[src/rtl/carregador_instrucoes.sv]
// Program loader: packs a byte stream little-endian into 32-bit words and writes them to
// consecutive instruction-memory addresses, holding the core in reset until the load completes.
module carregador_instrucoes #(
  parameter int unsigned PALAVRAS = 64,
  parameter int unsigned LARG_END = 6
) (
  input  logic                clock,
  input  logic                reset,
  input  logic                iniciar,
  input  logic [LARG_END:0]   quant_palavras,
  input  logic                byte_valido,
  input  logic [7:0]          byte_dado,
  output logic                byte_pronto,
  output logic                mem_escrita,
  output logic [31:0]         mem_endereco,
  output logic [31:0]         mem_dado,
  output logic                segura_cpu,
  output logic                concluido,
  output logic                erro,
  output logic [7:0]          soma_verif
);

  typedef enum logic [2:0] {StOcioso, StRecebe, StGrava, StFim, StErro} estado_e;

  estado_e             estado_q, estado_d;
  logic [LARG_END:0]   indice_q, indice_d;
  logic [LARG_END:0]   quant_q, quant_d;
  logic [1:0]          cont_q, cont_d;
  logic [31:0]         palavra_q, palavra_d;
  logic [31:0]         palavra_nova;
  logic                pronto_q, pronto_d;
  logic                escrita_q, escrita_d;
  logic [31:0]         endereco_q, endereco_d;
  logic [31:0]         dado_q, dado_d;
  logic                segura_q, segura_d;
  logic                concluido_q, concluido_d;
  logic                erro_q, erro_d;
  logic [7:0]          soma_q, soma_d;
  logic                handshake;
  logic                quant_ok;

  // pronto_q is high exactly while in StRecebe, so it alone qualifies the handshake.
  assign handshake = byte_valido & pronto_q;
  assign quant_ok  = (quant_palavras != '0) && (32'(quant_palavras) <= PALAVRAS);

  always_comb begin
    palavra_nova = palavra_q;
    palavra_nova[{cont_q, 3'b000} +: 8] = byte_dado;

    estado_d   = estado_q;
    indice_d   = indice_q;
    quant_d    = quant_q;
    cont_d     = cont_q;
    palavra_d  = palavra_q;
    escrita_d  = 1'b0;
    endereco_d = endereco_q;
    dado_d     = dado_q;
    soma_d     = soma_q;

    unique case (estado_q)
      StOcioso, StFim, StErro: begin
        if (iniciar) begin
          if (quant_ok) begin
            estado_d = StRecebe;
            indice_d = '0;
            cont_d   = '0;
            soma_d   = '0;
            quant_d  = quant_palavras;
          end else begin
            estado_d = StErro;
          end
        end
      end
      StRecebe: begin
        if (handshake) begin
          palavra_d = palavra_nova;
          soma_d    = soma_q + byte_dado;
          cont_d    = cont_q + 2'd1;
          if (cont_q == 2'd3) begin
            estado_d   = StGrava;
            escrita_d  = 1'b1;
            endereco_d = 32'({indice_q, 2'b00});
            dado_d     = palavra_nova;
          end
        end
      end
      StGrava: begin
        indice_d = indice_q + 1'b1;
        estado_d = (indice_q + 1'b1 == quant_q) ? StFim : StRecebe;
      end
      default: estado_d = StOcioso;
    endcase

    pronto_d    = (estado_d == StRecebe);
    concluido_d = (estado_d == StFim);
    erro_d      = (estado_d == StErro);
    segura_d    = (estado_d != StFim);
  end

  always_ff @(posedge clock or negedge reset) begin
    if (!reset) begin
      estado_q    <= StOcioso;
      indice_q    <= '0;
      quant_q     <= '0;
      cont_q      <= '0;
      palavra_q   <= '0;
      pronto_q    <= 1'b0;
      escrita_q   <= 1'b0;
      endereco_q  <= '0;
      dado_q      <= '0;
      segura_q    <= 1'b1;
      concluido_q <= 1'b0;
      erro_q      <= 1'b0;
      soma_q      <= '0;
    end else begin
      estado_q    <= estado_d;
      indice_q    <= indice_d;
      quant_q     <= quant_d;
      cont_q      <= cont_d;
      palavra_q   <= palavra_d;
      pronto_q    <= pronto_d;
      escrita_q   <= escrita_d;
      endereco_q  <= endereco_d;
      dado_q      <= dado_d;
      segura_q    <= segura_d;
      concluido_q <= concluido_d;
      erro_q      <= erro_d;
      soma_q      <= soma_d;
    end
  end

  assign byte_pronto  = pronto_q;
  assign mem_escrita  = escrita_q;
  assign mem_endereco = endereco_q;
  assign mem_dado     = dado_q;
  assign segura_cpu   = segura_q;
  assign concluido    = concluido_q;
  assign erro         = erro_q;
  assign soma_verif   = soma_q;

endmodule

[config.mk]
export PLATFORM = sky130hd
export DESIGN_NAME = carregador_instrucoes
export DESIGN_NICKNAME = d
export VERILOG_FILES = /design/src/rtl/carregador_instrucoes.sv
export SDC_FILE = /design/constraint.sdc
export NUM_CORES = 1
export LEC_CHECK = 0
export CAP_MARGIN = 20
export CORE_AREA = 2 2 111 113
export DETAILED_ROUTE_END_ITERATION = 12
export DIE_AREA = 0 0 113 115
export PLACE_DENSITY_LB_ADDON = 0.2
export SYNTH_ARGS = -nofsm -noshare
export SYNTH_HDL_FRONTEND = slang
export SYNTH_SLANG_ARGS = --single-unit
[constraint.sdc]
create_clock -name clock -period 2.2 [get_ports clock]
set_clock_uncertainty 0.15 [all_clocks]
set_input_delay 0.33 -clock clock [delete_from_list [all_inputs] [get_ports clock]]
set_output_delay 0.33 -clock clock [all_outputs]
set_load 0.05 [all_outputs]
==> summary.md, run 1 <==
| Metric | Value |
|---|---|
| Bufs and invs on worst path | `1` |
| Antenna violations before repair | `0` |
| Sw Ratio | `37.71%` |
| Pint | `4213 uW` |
| Largest net degree at the start of global routing | `51` |
| Total number of vias | `3804` |
| CP delay by family, top | `buffers and inverters` |
| Peak VDD IR | `0.5477 mV` |
| # Post-CTS Setup Buffers | `0` |
| First-pass DRT Iterations | `8` |
| Ys Warns | `0` |
| Area contributors post-synth | `dfrtp_1 49%, a22o_1 5.6%, a21oi_1 4.4%, nor2b_1 4.2%, o21ai_0 3.9%` |
| Worst Path Max Fanout | `1` |
| DPL Wire Length | `7943 um` |
| Synth top area share | `49.11%` |
| Root Driver | `clkbuf_16` |
| Clock power share | `22.9%` |
| Clock tree from TritonCTS | `done` |
| GRT Overall Usage | `18.43%` |
| CP max stage delay | `0.80 ns` |
| Cell taking the most area after synthesis | `dfrtp_1` |
| Worst-Margin Slew | `0.5060 ns` |
| Final Max Tran Viols | `0` |
| Num CTS Buffers | `9` |
| Post-synth EDFFs | `0` |
| Ports | `96` |
| Pwr Density | `1043 mW/mm2` |
| Tcrit/Tclk final | `97.74%` |
| # setup viols final | `0` |
| F_max | `0.4650 GHz` |
| # rows | `40` |
| Gp weighted congestion | `0.8503` |
| H-tree depth | `3` |
| Critical path cell sequence | `clkdlybuf4s50_1` |
| Total die area | `0.01300 mm2` |
| Synth cell types | `61` |
| Global route overflow | `0` |
| Width of the chip | `113 um` |
| Count leader, synth | `dfrtp_1` |
| PortBufs | `70` |
| Global-route wire length before repair | `18860 um` |
| CP required | `1.72 ns` |
| Switching pwr | `2550 uW` |
| Post-Route WL | `11200 um` |
| Rel. slew slack | `65.91%` |
| Syn avg cell area | `10.67 um2` |
| Crit path kind | `register to output port` |
| Crit path launch type | `register` |
| Via density | `5.197` |
| DRC | `10` |
| Die Ht | `115 um` |
| Layout cell share with drive strength beyond 1 | `16.92%` |
| CTS sink cnt | `103` |
| Initial Util | `44.00%` |
| Vias in the first global route | `3734` |
| Core ar. | `0.01181 mm2` |
| Max clock buf depth | `2` |
| Synth-to-Final Area Change | `24.77%` |
| Clock transition at path regs | `0.07 ns` |
| Worst min path class | `input pin to asynchronous set/reset pin` |
| Pleak | `0.002976 uW` |
| CP endpoint kind | `output port` |
| Worst-skew pair later-pin latency | `0.35 ns` |
| Fin. Hold Viols | `0` |
| Fill cells | `1044` |
| Worst hold slack | `0.3012 ns` |
| Final Critical Period | `2.150 ns` |
| WP data arrival | `1.67 ns` |
| Final core occ | `54.90%` |
| Failing checks | `DRC` |
| Mapped Cells | `487` |
| Synth Cell Area | `0.005197 mm2` |
| Final #Nets | `614` |
| Crit-path slowest cell | `clkdlybuf4s50_1` |
| Outcome | `complete, but fails checks` |
| Seq cells post-synth | `103` |
| Logic pwr share | `39.7%` |
| Register area share after synthesis | `49.61%` |
| 1st-iter DRT viols | `196` |
| Reg power frac | `37.4%` |
| Post-synth top cells | `102 x dfrtp_1, 51 x nand2_1, 46 x a21oi_1` |
| Maxcap violations | `0` |
| Ys flop type | `dfrtp_1` |
| Final ANT Viol Nets | `0` |
| RSZ-0062 raised after global routing | `no` |
| Post-synth ARST share | `100.0%` |
| Diode count | `0` |
| Power Total | `6764 uW` |
| Wire per inst | `15.29 um` |
[routing by layer]
layer  wire length [um]  vias to the layer above  GRT usage [%]
li1                   -                     1851              -
met1               5150                     1829          24.34
met2               5350                      109          30.06
met3                543                       15          5.008
met4                150                        0          5.366
met5                  0                        -              0
[worst paths after layout]
path | startpoint | to | slack [ns] | depth (start not counted)
max | segura_cpu | segura_cpu | 0.05 | 1
min | reset | mem_dado[19] | 0.30 | 2
max reg2reg | soma_verif[0] | soma_verif[6] | 0.08 | 7
min reg2reg | mem_dado[21] | mem_dado[21] | 0.33 | 2
max in group asynchronous | reset | segura_cpu | 0.94 | 3
min in group clock | mem_dado[21] | mem_dado[21] | 0.33 | 2
[power groups by stage]
| stage | Clock [uW] | Combinational, uW | Sequential (uW) |
|---|---|---|---|
| global route | 1690 | 2920 | 2580 |
| floorplan | 0 | 1440 | 2930 |
| CTS | 1610 | 2680 | 2520 |
| finish | 1550 | 2690 | 2530 |
| detailed placement | 0 | 2660 | 2560 |
| global placement | 0 | 2600 | 2550 |
[sequential cells by signal, indices dropped and copies added, names as in the netlist]
signal	flops
erro	1
byte_pronto	1
mem_endereco	7
concluido	1
palavra_q	32
mem_dado	32
mem_escrita	1
estado_q	3
soma_verif	8
segura_cpu	1
indice_q	7
quant_q	7
cont_q	2
[stage by stage]
step / cells / TNS (ns) / cell area (um2) / worst slack (ns)
floorplan: 511 / 0 / 5290 / 0.009921
global placement: 715 / -1.908 / 6165 / -0.2557
detailed placement: 715 / -2.615 / 6165 / -0.3011
CTS: 732 / 0 / 6466 / 0.005343
global route: 732 / 0 / 6485 / 0.0003391
finish: 732 / 0 / 6485 / 0.04968
[placed cells by master, fill, tap and decap left out, types with 4 or more instances in the layout]
master	instances
a21oi_1	46
a22o_1	33
and3_1	6
buf_4	36
clkbuf_16	9
clkdlybuf4s50_1	69
conb_1	25
dfrtp_1	100
ha_1	14
mux2_2	11
mux2_4	4
nand2_1	51
nand2_2	4
nor2_1	6
nor2b_1	35
o21ai_0	41
xnor2_1	9
xor2_1	4
[cell type report]
type                    instances  area [um2]  area share [%]
flip-flops and latches        103        2581           39.80
multi-input cells             353        2382           36.74
repair buffers                109        1031           15.90
clock buffers                  11       252.7           3.897
well taps                     147       183.9           2.836
clock inverters                 5       38.79          0.5981
inverters                       4       15.01          0.2315
[logic make-up (layout without fill, tap and decap cells)]
kind of cell             Yosys count  in the layout  share of synthesized area, %
buffers and inverters             55            129                         6.644
AO/OA/AOI/OAI                    148            148                         18.68
multiplexers                      17             17                         3.924
flip-flops                       103            103                         49.61
XOR/XNOR                          13             13                         2.191
other                              1             25                       0.07215
adder cells (fa/ha/maj)           15             15                         3.755
AND/OR/NAND/NOR                  135            135                         15.12
[repair_timing]
action | CTS | global route
setup endpoints to repair | 0 | 18
hold endpoints to repair | 29 | 0
resized for setup | 0 | 6
hold buffers | 1 | 0
(Power assumes the default switching activity.)
==> run 2, diff against run 1 <==
CTS_CLUSTER_DIAMETER = 60   (was default)
==> results of run 2 <==
Final layout, timing and power as in run 1 (identical DEF).
==> run 3, diff against run 2 <==
clock period = 2.35 ns   (was 2.2 ns; I/O delays follow)
==> run 3 against run 2 <==
The run still ends with DRC left. Critical path type unchanged. Highest routed layer unchanged. Die area did not move. Worst setup slack better by 0.14 ns. Largest cell class unchanged. Register-to-register slack gained 0.16 ns.
==> summary.md, run 3 (synthesis results as in run 1) <==
| Metric | Value |
|---|---|
| Outcome | `complete, but fails checks` |
| Failing checks | `DRC` |
| GRT Overall Usage | `18.39% (-0.035 points)` |
| Post-route setup slack | `0.1905 ns (+0.1408 ns)` |
| WP data arrival | `1.66 ns (about the same)` |
| Bufs and invs on worst path | `1 (unchanged)` |
| H-tree depth | `3 (unchanged)` |
| Synth-to-Final Area Change | `23.09%` |
| Diode count | `0 (unchanged)` |
| Wire per inst | `15.33 um (+0.20%)` |
| Num CTS Buffers | `9 (unchanged)` |
| Fill cells | `1042 (-0.19%)` |
| Final Max Tran Viols | `0 (unchanged)` |
| Crit path kind | `register to output port` |
| Peak VDD IR | `0.5879 mV (+7.3%)` |
| Worst min path class | `register to register` |
| Cells on worst reg2reg path | `5 (-2)` |
| Total die area | `0.01300 mm2 (unchanged)` |
| Sw Ratio | `36.95% (-0.75 points)` |
| DPL Wire Length | `7862 um (-1.0%)` |
| F_max | `0.4631 GHz` |
| Most common cell after layout, fill and taps aside | `dfrtp_1` |
| Final #Nets | `607 (-1.1%)` |
| CP max stage delay | `0.79 ns (about the same)` |
| Power Total | `6200 uW (-8.3%)` |
| DRC | `7 (-3)` |
| Reg-to-Reg Start | `estado_q[1]` |
| # rows | `40 (unchanged)` |
| Register-to-register setup slack | `0.24 ns (+0.16 ns)` |
| Design area | `0.006397 mm2 (-1.4%)` |
| WP depth | `1 (unchanged)` |
| Width of the chip | `113 um (unchanged)` |
| Post-Place Setup Slack | `-0.1523 ns (+0.1488 ns)` |
| Worst-Margin Slew | `0.6395 ns (+0.1335 ns)` |
| Max clock buf depth | `2 (unchanged)` |
| Clock transition at path regs | `0.06 ns (about the same)` |
| Worst-skew pair later-pin latency | `0.35 ns (about the same)` |
| # Post-CTS Setup Buffers | `0 (unchanged)` |
| First-pass DRT Iterations | `8 (unchanged)` |
| CP required | `1.85 ns (+0.13 ns)` |
| Post-Route WL | `11080 um (-1.0%)` |
| CP endpoint | `segura_cpu` |
| PortBufs | `70 (unchanged)` |
| Logic pwr share | `38.8% (-0.9 points)` |
| Final Critical Period | `2.160 ns` |
| # setup viols final | `0 (unchanged)` |
| Die Ht | `115 um (unchanged)` |
| Clock power share | `23.0% (about the same)` |
| 1st-iter DRT viols | `184 (-6.1%)` |
| Fin. Hold Viols | `0 (unchanged)` |
| Reg power frac | `38.1% (+0.7 points)` |
| Rel. slew slack | `57.37% (-8.5 points)` |
| Total number of vias | `3799 (-0.13%)` |
| Clock tree from TritonCTS | `done` |
| Post-Place Cell Area | `0.006110 mm2 (-0.89%)` |
| Final ANT Viol Nets | `0 (unchanged)` |
| Global-route wire length before repair | `18870 um (about the same)` |
| Most frequent cells in the layout | `102 x dfrtp_1, 69 x clkdlybuf4s50_1, 51 x nand2_1` |
| CTS sink cnt | `103 (unchanged)` |
| Critical path launch point | `segura_cpu` |
| Crit path launch type | `register` |
| Initial Util | `44.00% (unchanged)` |
| Switching pwr | `2291 uW (-10%)` |
| Antenna violations before repair | `0 (unchanged)` |
| Largest net degree at the start of global routing | `51 (unchanged)` |
| Core ar. | `0.01181 mm2 (unchanged)` |
| Global route overflow | `0 (unchanged)` |
| Final core occ | `54.16% (-0.74 points)` |
| Reg area | `0.002579 mm2 (about the same)` |
| Pwr Density | `969.1 mW/mm2 (-7.1%)` |
| Gp weighted congestion | `0.8336 (-2.0%)` |
| Area of the multi-input gates | `0.002364 mm2 (-0.79%)` |
| RSZ-0062 raised after global routing | `no` |
| Crit-path slowest cell | `clkdlybuf4s50_1` |
| Via density | `5.254 (+1.1%)` |
| Pint | `3909 uW (-7.2%)` |
| Pleak | `0.002930 uW (-1.6%)` |
| Tcrit/Tclk final | `91.90%` |
| Root Driver | `clkbuf_16` |
| Layout cell share with drive strength beyond 1 | `14.24% (-2.7 points)` |
| Worst hold slack | `0.3285 ns (+0.02736 ns)` |
| Ports | `96 (unchanged)` |
| CP delay by family, top | `buffers and inverters` |
| Reg-to-Reg End | `palavra_q[27]` |
| Critical path cell sequence | `clkdlybuf4s50_1` |
| Worst Path Max Fanout | `1 (unchanged)` |
| Maxcap violations | `0 (unchanged)` |
| Vias in the first global route | `3875 (+3.8%)` |
| CP endpoint kind | `output port` |
[run 3: cell count changes in the layout (fill, tap and decap cells not counted), moves of 2 or more]
cell and change:
dfrtp_1 +2, buf_4 -7, dfrtp_2 -2, inv_6 -2, and2_2 -2, a211oi_2 -2, a211oi_1 +2, and2_1 +2
clkbuf_8 -2
[run 3: power groups by stage]
stage | combinational (uW) | clock, uW | sequential [uW]
CTS | 2430 | 1480 | 2360
global route | 2620 | 1560 | 2410
global placement | 2380 | 0 | 2380
finish | 2410 | 1430 | 2360
detailed placement | 2420 | 0 | 2390
floorplan | 1340 | 0 | 2740
[run 3: worst min-delay path by stage]
stage	endpoint	depth (start not counted)	start
finish	mem_dado[28]	2	mem_dado[28]
global route	mem_dado[28]	2	mem_dado[28]
CTS	mem_dado[28]	2	mem_dado[28]
detailed placement	mem_dado[18]	1	reset
global placement	mem_dado[18]	1	reset
floorplan	byte_pronto	0	reset
[run 3: layout make-up]
type,instances,area share (%)
Clock inverter,4,0.7628
Inverter,4,0.2347
Multi-Input combinational cell,353,36.95
Sequential cell,103,40.31
Tap cell,147,2.875
Clock buffer,10,3.579
Timing Repair Buffer,102,15.29
[run 3: per-stage QoR]
| stage | TNS (ns) | instances |
|---|---|---|
| after floorplan | 0 | 511 |
| after global placement | -0.2295 | 708 |
| after detailed placement | -0.5873 | 708 |
| after CTS | 0 | 723 |
| after global routing | 0 | 723 |
| final | 0 | 723 |
[run 3: routing by layer]
layer,vias to the layer above,track usage (%),wire [um]
li1,1846,-,-
met1,1814,23.41,4876
met2,123,29.94,5323
met3,16,5.271,662
met4,0,7.154,217
met5,-,0,0
[run 3: what timing repair did]
action,4_1_cts,5_1_grt
hold buffers,1,0
resized for setup,0,0
hold endpoints to repair,45,0
